===== src/rtl/apb_arb_pkg.sv =====
// Shared types and constants for the APB request arbiter and its round-robin picker.
package apb_arb_pkg;

    localparam int APB_ADDR_W = 32;
    localparam int APB_DATA_W = 32;
    localparam logic [APB_DATA_W-1:0] TIMEOUT_RDATA = 32'h0000_0000;

    typedef enum logic [1:0] {
        IDLE  = 2'b00,
        ISSUE = 2'b01,
        WAIT  = 2'b10,
        DONE  = 2'b11
    } arb_state_e;

endpackage


===== src/rtl/apb_rr_pick.sv =====
// Combinational round-robin picker: first set req bit searching upward from last+1 with wrap.
// Reusable by any requester arbiter; valid is low when no request is pending.
module apb_rr_pick #(
    parameter int NUM_REQ = 2,
    parameter int IDX_W   = (NUM_REQ > 1) ? $clog2(NUM_REQ) : 1
) (
    input  logic [NUM_REQ-1:0] req,
    input  logic [IDX_W-1:0]   last,
    output logic [IDX_W-1:0]   idx,
    output logic               valid
);

    int              cand;
    logic [IDX_W-1:0] cand_idx;
    logic            hit;

    // Walk candidates last+1 .. last+NUM_REQ (mod NUM_REQ); the first hit wins.
    always_comb begin
        idx      = '0;
        valid    = 1'b0;
        cand     = 0;
        cand_idx = '0;
        hit      = 1'b0;
        for (int k = 1; k <= NUM_REQ; k++) begin
            cand     = int'(last) + k;
            cand     = (cand >= NUM_REQ) ? (cand - NUM_REQ) : cand;
            cand_idx = IDX_W'(cand);
            hit      = req[cand_idx] && !valid;
            idx      = hit ? cand_idx : idx;
            valid    = valid || req[cand_idx];
        end
    end

endmodule


===== src/rtl/apb_req_arbiter.sv =====
// Round-robin arbiter sharing one APB master request port between NUM_REQ requesters.
// Optional WAIT-state timeout is enabled by defining APB_ARB_TIMEOUT_EN.
module apb_req_arbiter
    import apb_arb_pkg::*;
#(
    parameter int NUM_REQ        = 2,
    parameter int TIMEOUT_CYCLES = 255
) (
    input  logic                         PCLK,
    input  logic                         PRESET,
    input  logic [NUM_REQ-1:0]           req,
    input  logic [NUM_REQ*APB_ADDR_W-1:0] req_addr,
    input  logic [NUM_REQ*APB_DATA_W-1:0] req_wdata,
    input  logic [NUM_REQ-1:0]           req_write,
    output logic [NUM_REQ-1:0]           gnt,
    output logic [NUM_REQ-1:0]           done,
    output logic [NUM_REQ-1:0]           err,
    output logic [APB_DATA_W-1:0]        rdata,
    output logic                         busy,
    output logic                         m_transfer,
    output logic [APB_ADDR_W-1:0]        m_addr,
    output logic [APB_DATA_W-1:0]        m_wdata,
    output logic                         m_write,
    input  logic                         m_ready,
    input  logic [APB_DATA_W-1:0]        m_rdata
);

    localparam int IDX_W = (NUM_REQ > 1) ? $clog2(NUM_REQ) : 1;

    if (NUM_REQ < 2 || NUM_REQ > 8 || TIMEOUT_CYCLES < 1 || TIMEOUT_CYCLES > 65535) begin : g_param_check
        $error("apb_req_arbiter: NUM_REQ or TIMEOUT_CYCLES out of range");
    end

    arb_state_e         state_r;
    arb_state_e         state_n;
    logic [IDX_W-1:0]   idx_r;
    logic [IDX_W-1:0]   last_r;
    logic [IDX_W-1:0]   pick_idx;
    logic [IDX_W-1:0]   owner_n;
    logic               pick_valid;
    logic               timeout_hit;
    logic [NUM_REQ-1:0] owner_onehot;

    function automatic logic [NUM_REQ-1:0] to_onehot(input logic [IDX_W-1:0] i);
        logic [NUM_REQ-1:0] v;
        v    = '0;
        v[i] = 1'b1;
        return v;
    endfunction

    apb_rr_pick #(
        .NUM_REQ (NUM_REQ),
        .IDX_W   (IDX_W)
    ) u_rr_pick (
        .req   (req),
        .last  (last_r),
        .idx   (pick_idx),
        .valid (pick_valid)
    );

    // The owner for the coming cycle is the fresh pick when leaving IDLE, else the latched index.
    assign owner_n      = (state_r == IDLE) ? pick_idx : idx_r;
    assign owner_onehot = to_onehot(owner_n);

`ifdef APB_ARB_TIMEOUT_EN
    localparam logic [15:0] TIMEOUT_LAST = 16'(TIMEOUT_CYCLES - 1);

    logic [15:0] wait_cnt_r;

    // WAIT-cycle counter, cleared in ISSUE so it starts at zero on entry to WAIT.
    always_ff @(posedge PCLK) begin
        if (PRESET) begin
            wait_cnt_r <= 16'd0;
        end else if (state_r == ISSUE) begin
            wait_cnt_r <= 16'd0;
        end else if (state_r == WAIT) begin
            wait_cnt_r <= wait_cnt_r + 16'd1;
        end else begin
            wait_cnt_r <= wait_cnt_r;
        end
    end

    assign timeout_hit = (state_r == WAIT) && !m_ready && (wait_cnt_r == TIMEOUT_LAST);

    // Timeout flag is a one-cycle pulse aligned with the DONE state.
    always_ff @(posedge PCLK) begin
        if (PRESET) begin
            err <= '0;
        end else begin
            err <= timeout_hit ? to_onehot(idx_r) : '0;
        end
    end
`else
    assign timeout_hit = 1'b0;
    assign err         = '0;
`endif

    // Next-state logic for the single-outstanding-transaction FSM.
    always_comb begin
        state_n = state_r;
        case (state_r)
            IDLE: begin
                if (pick_valid) begin
                    state_n = ISSUE;
                end else begin
                    state_n = IDLE;
                end
            end
            ISSUE: state_n = WAIT;
            WAIT: begin
                if (m_ready || timeout_hit) begin
                    state_n = DONE;
                end else begin
                    state_n = WAIT;
                end
            end
            DONE:    state_n = IDLE;
            default: state_n = IDLE;
        endcase
    end

    // State, command latch and outputs; outputs are registered from the next state so they line up with it.
    always_ff @(posedge PCLK) begin
        if (PRESET) begin
            state_r    <= IDLE;
            idx_r      <= '0;
            last_r     <= IDX_W'(NUM_REQ - 1);
            gnt        <= '0;
            done       <= '0;
            rdata      <= '0;
            busy       <= 1'b0;
            m_transfer <= 1'b0;
            m_addr     <= '0;
            m_wdata    <= '0;
            m_write    <= 1'b0;
        end else begin
            state_r    <= state_n;
            busy       <= (state_n != IDLE);
            m_transfer <= (state_n == ISSUE);
            gnt        <= (state_n != IDLE) ? owner_onehot : '0;
            done       <= (state_n == DONE) ? owner_onehot : '0;
            if (state_r == IDLE && pick_valid) begin
                idx_r   <= pick_idx;
                m_addr  <= req_addr[int'(pick_idx) * APB_ADDR_W +: APB_ADDR_W];
                m_wdata <= req_wdata[int'(pick_idx) * APB_DATA_W +: APB_DATA_W];
                m_write <= req_write[pick_idx];
            end
            // Writes leave rdata untouched; a timed-out transfer returns the fixed pattern.
            if (state_r == WAIT && m_ready && !m_write) begin
                rdata <= m_rdata;
            end else if (timeout_hit) begin
                rdata <= TIMEOUT_RDATA;
            end
            if (state_r == DONE) begin
                last_r <= idx_r;
            end
        end
    end

endmodule


===== config.mk =====
export PLATFORM = sky130hd
export DESIGN_NAME = apb_req_arbiter
export DESIGN_NICKNAME = d
export VERILOG_FILES = /design/src/rtl/apb_arb_pkg.sv /design/src/rtl/apb_rr_pick.sv /design/src/rtl/apb_req_arbiter.sv
export SDC_FILE = /design/constraint.sdc
export NUM_CORES = 1
export LEC_CHECK = 0
export CORE_ASPECT_RATIO = 0.75
export CORE_MARGIN = 2
export CORE_UTILIZATION = 34
export CTS_BUF_LIST = sky130_fd_sc_hd__clkbuf_8
export CTS_CLUSTER_DIAMETER = 40
export DETAILED_ROUTE_END_ITERATION = 16
export PLACE_DENSITY = 0.75
export SLEW_MARGIN = 0
export SYNTH_ARGS = -nofsm -noshare
export SYNTH_HDL_FRONTEND = slang
export SYNTH_SLANG_ARGS = --single-unit

===== constraint.sdc =====
create_clock -name PCLK -period 1.79 [get_ports PCLK]
set_input_delay 0.2685 -clock PCLK [delete_from_list [all_inputs] [get_ports PCLK]]
set_output_delay 0.2685 -clock PCLK [all_outputs]
set_load 0.02 [all_outputs]

==> impl_metrics.json, run 1 <==
{
  "status": "completed",
  "place_area_um2": 7200,
  "cp-start-kind": "flip-flop",
  "gr-total-overflow": 0,
  "fin_crit_ns": 1.67,
  "start_util_pct": 35.0,
  "r2r-end": "m_wdata[7]",
  "min_path_type": "input port to flip-flop",
  "yosysTopAreaCellShare_pct": 49.8,
  "relSlewSlack_pct": 65.3,
  "clk_latency_ns": 0.37,
  "finalHoldViolCount": 0,
  "cts-root-buf": "clkbuf_8",
  "p_per_area_nw_per_um2": 944,
  "nets": 964,
  "totalWireLength_um": 14900,
  "r2r-start": "state_r[0]",
  "gp_congestion": 0.800,
  "skew_ns": 0.00836,
  "portBuffers": 269,
  "crit_start": "m_write",
  "cts.htree.levels": 3,
  "vias": 4777,
  "pin_count": 272,
  "synth.top_cells.by_count": "nand2_1, dfxtp_1, a21oi_1",
  "antenna_found_initial": 0,
  "max-clock-path-buffers": 2,
  "die_h_um": 101,
  "synthFlopType": "dfxtp_1",
  "worstPathArrival_ns": 1.41,
  "rows": 35,
  "postRouteAntennaNets": 0,
  "first_iter_violations": 155,
  "placed_cells": 948,
  "setup_violations": 0,
  "path_cells": "clkdlybuf4s50_1",
  "grt_pass1_wl_um": 23000,
  "cts_tree": "done",
  "n_antenna_cell": 0,
  "drtPass1Iterations": 4,
  "postCtsResizedCells": 0,
  "cts_setup_buffers": 0,
  "tightest_slew_ns": 0.520,
  "drive_gt1_share_pct": 5.01,
  "finalSetupTns_ns": 0,
  "synth_area_per_cell_um2": 7.96,
  "cp.required_ns": 1.52,
  "hold_buffers": 0,
  "fmax_mhz": 597,
  "worstSetupPathDepth": 1,
  "synth_edf_count": 0,
  "maxSlewViolCount": 0,
  "hpwl_um": 11100,
  "critical_path.top_delay_family": "buffers and inverters",
  "grt_pass1_vias": 4581,
  "wire_per_inst_um": 15.5,
  "grt_max_degree": 50,
  "viasPerCell": 4.96,
  "place_ws_ns": -0.0629,
  "syn_inst": 541,
  "syn2layout_area_growth_pct": 72.3,
  "vdd_drop_max_mv": 0.536,
  "coreArea_um2": 12300,
  "max-cap-violations": 0,
  "critPathMaxStageDelay_ns": 0.65,
  "fillers": 1067,
  "rr_worst_depth": 6,
  "setup_ws_ns": 0.116,
  "crit_fanout": 4,
  "synth_cell_types": 26,
  "netlist_area_um2": 4300,
  "yosysTopAreaCell": "dfxtp_1",
  "drc_errors": 0,
  "yosysWarnings": 0,
  "rsz0062_at_grt": "no",
  "endpoint_kind": "output port",
  "worstSetupPathType": "flip-flop to output port",
  "final_area_um2": 7420,
  "cts.sinks": 107,
  "yosys_register_bits": 107,
  "synth_most_common_cell": "nand2_1",
  "min_period_over_period_pct": 93.5,
  "async_reset_ff_share_pct": 0,
  "clk_pin_slew_worst_paths_ns": 0.11,
  "dieWidth_um": 134,
  "fin_cells": 964,
  "fin_util_pct": 60.3,
  "cts_buffers": 9,
  "cp_slowest_cell": "clkdlybuf4s50_1",
  "synth-seq-area-share_pct": 49.8,
  "power.leakage_nw": 2.83,
  "dieArea_um2": 13600,
  "yosys-top-cells-area": "dfxtp_1, a211oi_1, a21oi_1",
  "crit_path_end": "m_write",
  "r2r_slack_ns": 0.21,
  "grt_usage_pct": 21.1,
  "worst-path-buf-inv": 1
}
-- cells by family (layout without fill, tap and decap cells) --
logic type,Yosys count,count (layout),synth area share (%)
buf+inv,50,306,5.61
simple gates,207,207,19.0
flops,107,107,49.8
other cells,1,2,0.0871
fa+ha+maj,4,4,1.16
mux,1,1,0.233
compound gates,171,171,24.2
-- power breakdown --
group          internal (mW)  total (mW)  switching [mW]
Combinational           1.24        2.53            1.28
Sequential              2.70        2.87           0.167
Clock                  0.716        1.61           0.895
-- state kept, by name, indices dropped and copies added, names as in the netlist --
signal,flops
busy,1
done,2
gnt,2
idx_r,1
last_r,1
m_addr,32
m_transfer,1
m_wdata,32
m_write,1
rdata,32
state_r,2
-- final cells by class --
cell class	instances	area (um^2)	area share, %
clock buffers	10	138	1.86
clock inverters	6	81.3	1.10
inverters	2	7.51	0.101
multi-input cells	385	1940	26.2
flip-flops and latches	107	2140	28.9
well taps	166	208	2.80
repair buffers	288	2900	39.0
-- worst min path at each step --
stage,slack [ns],end,depth (start not counted),from
floorplan,0.36,busy,1,PRESET
global placement,0.44,rdata[25],2,rdata[25]
detailed placement,0.45,rdata[17],2,rdata[17]
CTS,0.13,m_addr[27],2,PRESET
global route,0.15,m_addr[27],2,PRESET
finish,0.15,m_addr[27],2,PRESET
-- per-stage QoR --
stage	hold WS (ns)	total power, mW
floorplan	0.365	4.17
global placement	0.442	5.39
CTS	0.129	7.07
global route	0.150	7.38
finish	0.150	7.00
detailed placement	0.449	5.45
-- placed cells by master (no fill, tap or decap) --
cell and count:
a22oi_1 1, buf_12 5, inv_1 2, a211oi_1 66, bufinv_16 1, a21boi_4 1
nor2_1 66, a21oi_1 98, nor3_1 1, clkinv_8 1, buf_4 15, and3b_1 2
o21a_2 1, nand2_1 129, o21ai_4 1, clkbuf_8 10, inv_6 3, clkdlybuf4s50_1 268
nand3b_1 2, clkinv_4 1, mux2i_1 1, o21ai_0 1, dfxtp_1 107, and2_1 1
conb_1 2, nor2b_1 4, a211o_1 1, a21bo_2 1, and3_1 1, nor4b_1 1
ha_1 4
-- routing by layer --
| layer | vias to the layer above | share of wire [%] | wire (um) | GRT usage [%] |
|---|---|---|---|---|
| met5 | - | 0 | 0 | 0 |
| met4 | 0 | 2.7 | 399 | 7.04 |
| met3 | 33 | 9.9 | 1480 | 8.31 |
| met2 | 206 | 47 | 6940 | 36.6 |
| met1 | 2202 | 41 | 6090 | 24.1 |
| li1 | 2336 | - | - | - |
Note: power is estimated with default switching activity, not from simulation.
==> inputs of run 2 (changes only) <==
--- a/config.mk
+++ b/config.mk
@@ -11,6 +11,7 @@
 export CTS_BUF_LIST = sky130_fd_sc_hd__clkbuf_8
 export CTS_CLUSTER_DIAMETER = 40
 export DETAILED_ROUTE_END_ITERATION = 16
+export GPL_ROUTABILITY_DRIVEN = 0
 export PLACE_DENSITY = 0.75
 export SLEW_MARGIN = 0
 export SYNTH_ARGS = -nofsm -noshare
==> results of run 2 <==
No change in the layout: final DEF, timing and power equal those of run 1.
==> inputs of run 3 (changes only) <==
--- a/config.mk
+++ b/config.mk
@@ -13,6 +13,7 @@
 export DETAILED_ROUTE_END_ITERATION = 16
 export GPL_ROUTABILITY_DRIVEN = 0
 export PLACE_DENSITY = 0.75
+export SKIP_CTS_REPAIR_TIMING = 1
 export SLEW_MARGIN = 0
 export SYNTH_ARGS = -nofsm -noshare
 export SYNTH_HDL_FRONTEND = slang
==> results of run 3 <==
No change in the layout: final DEF, timing and power equal those of run 1.
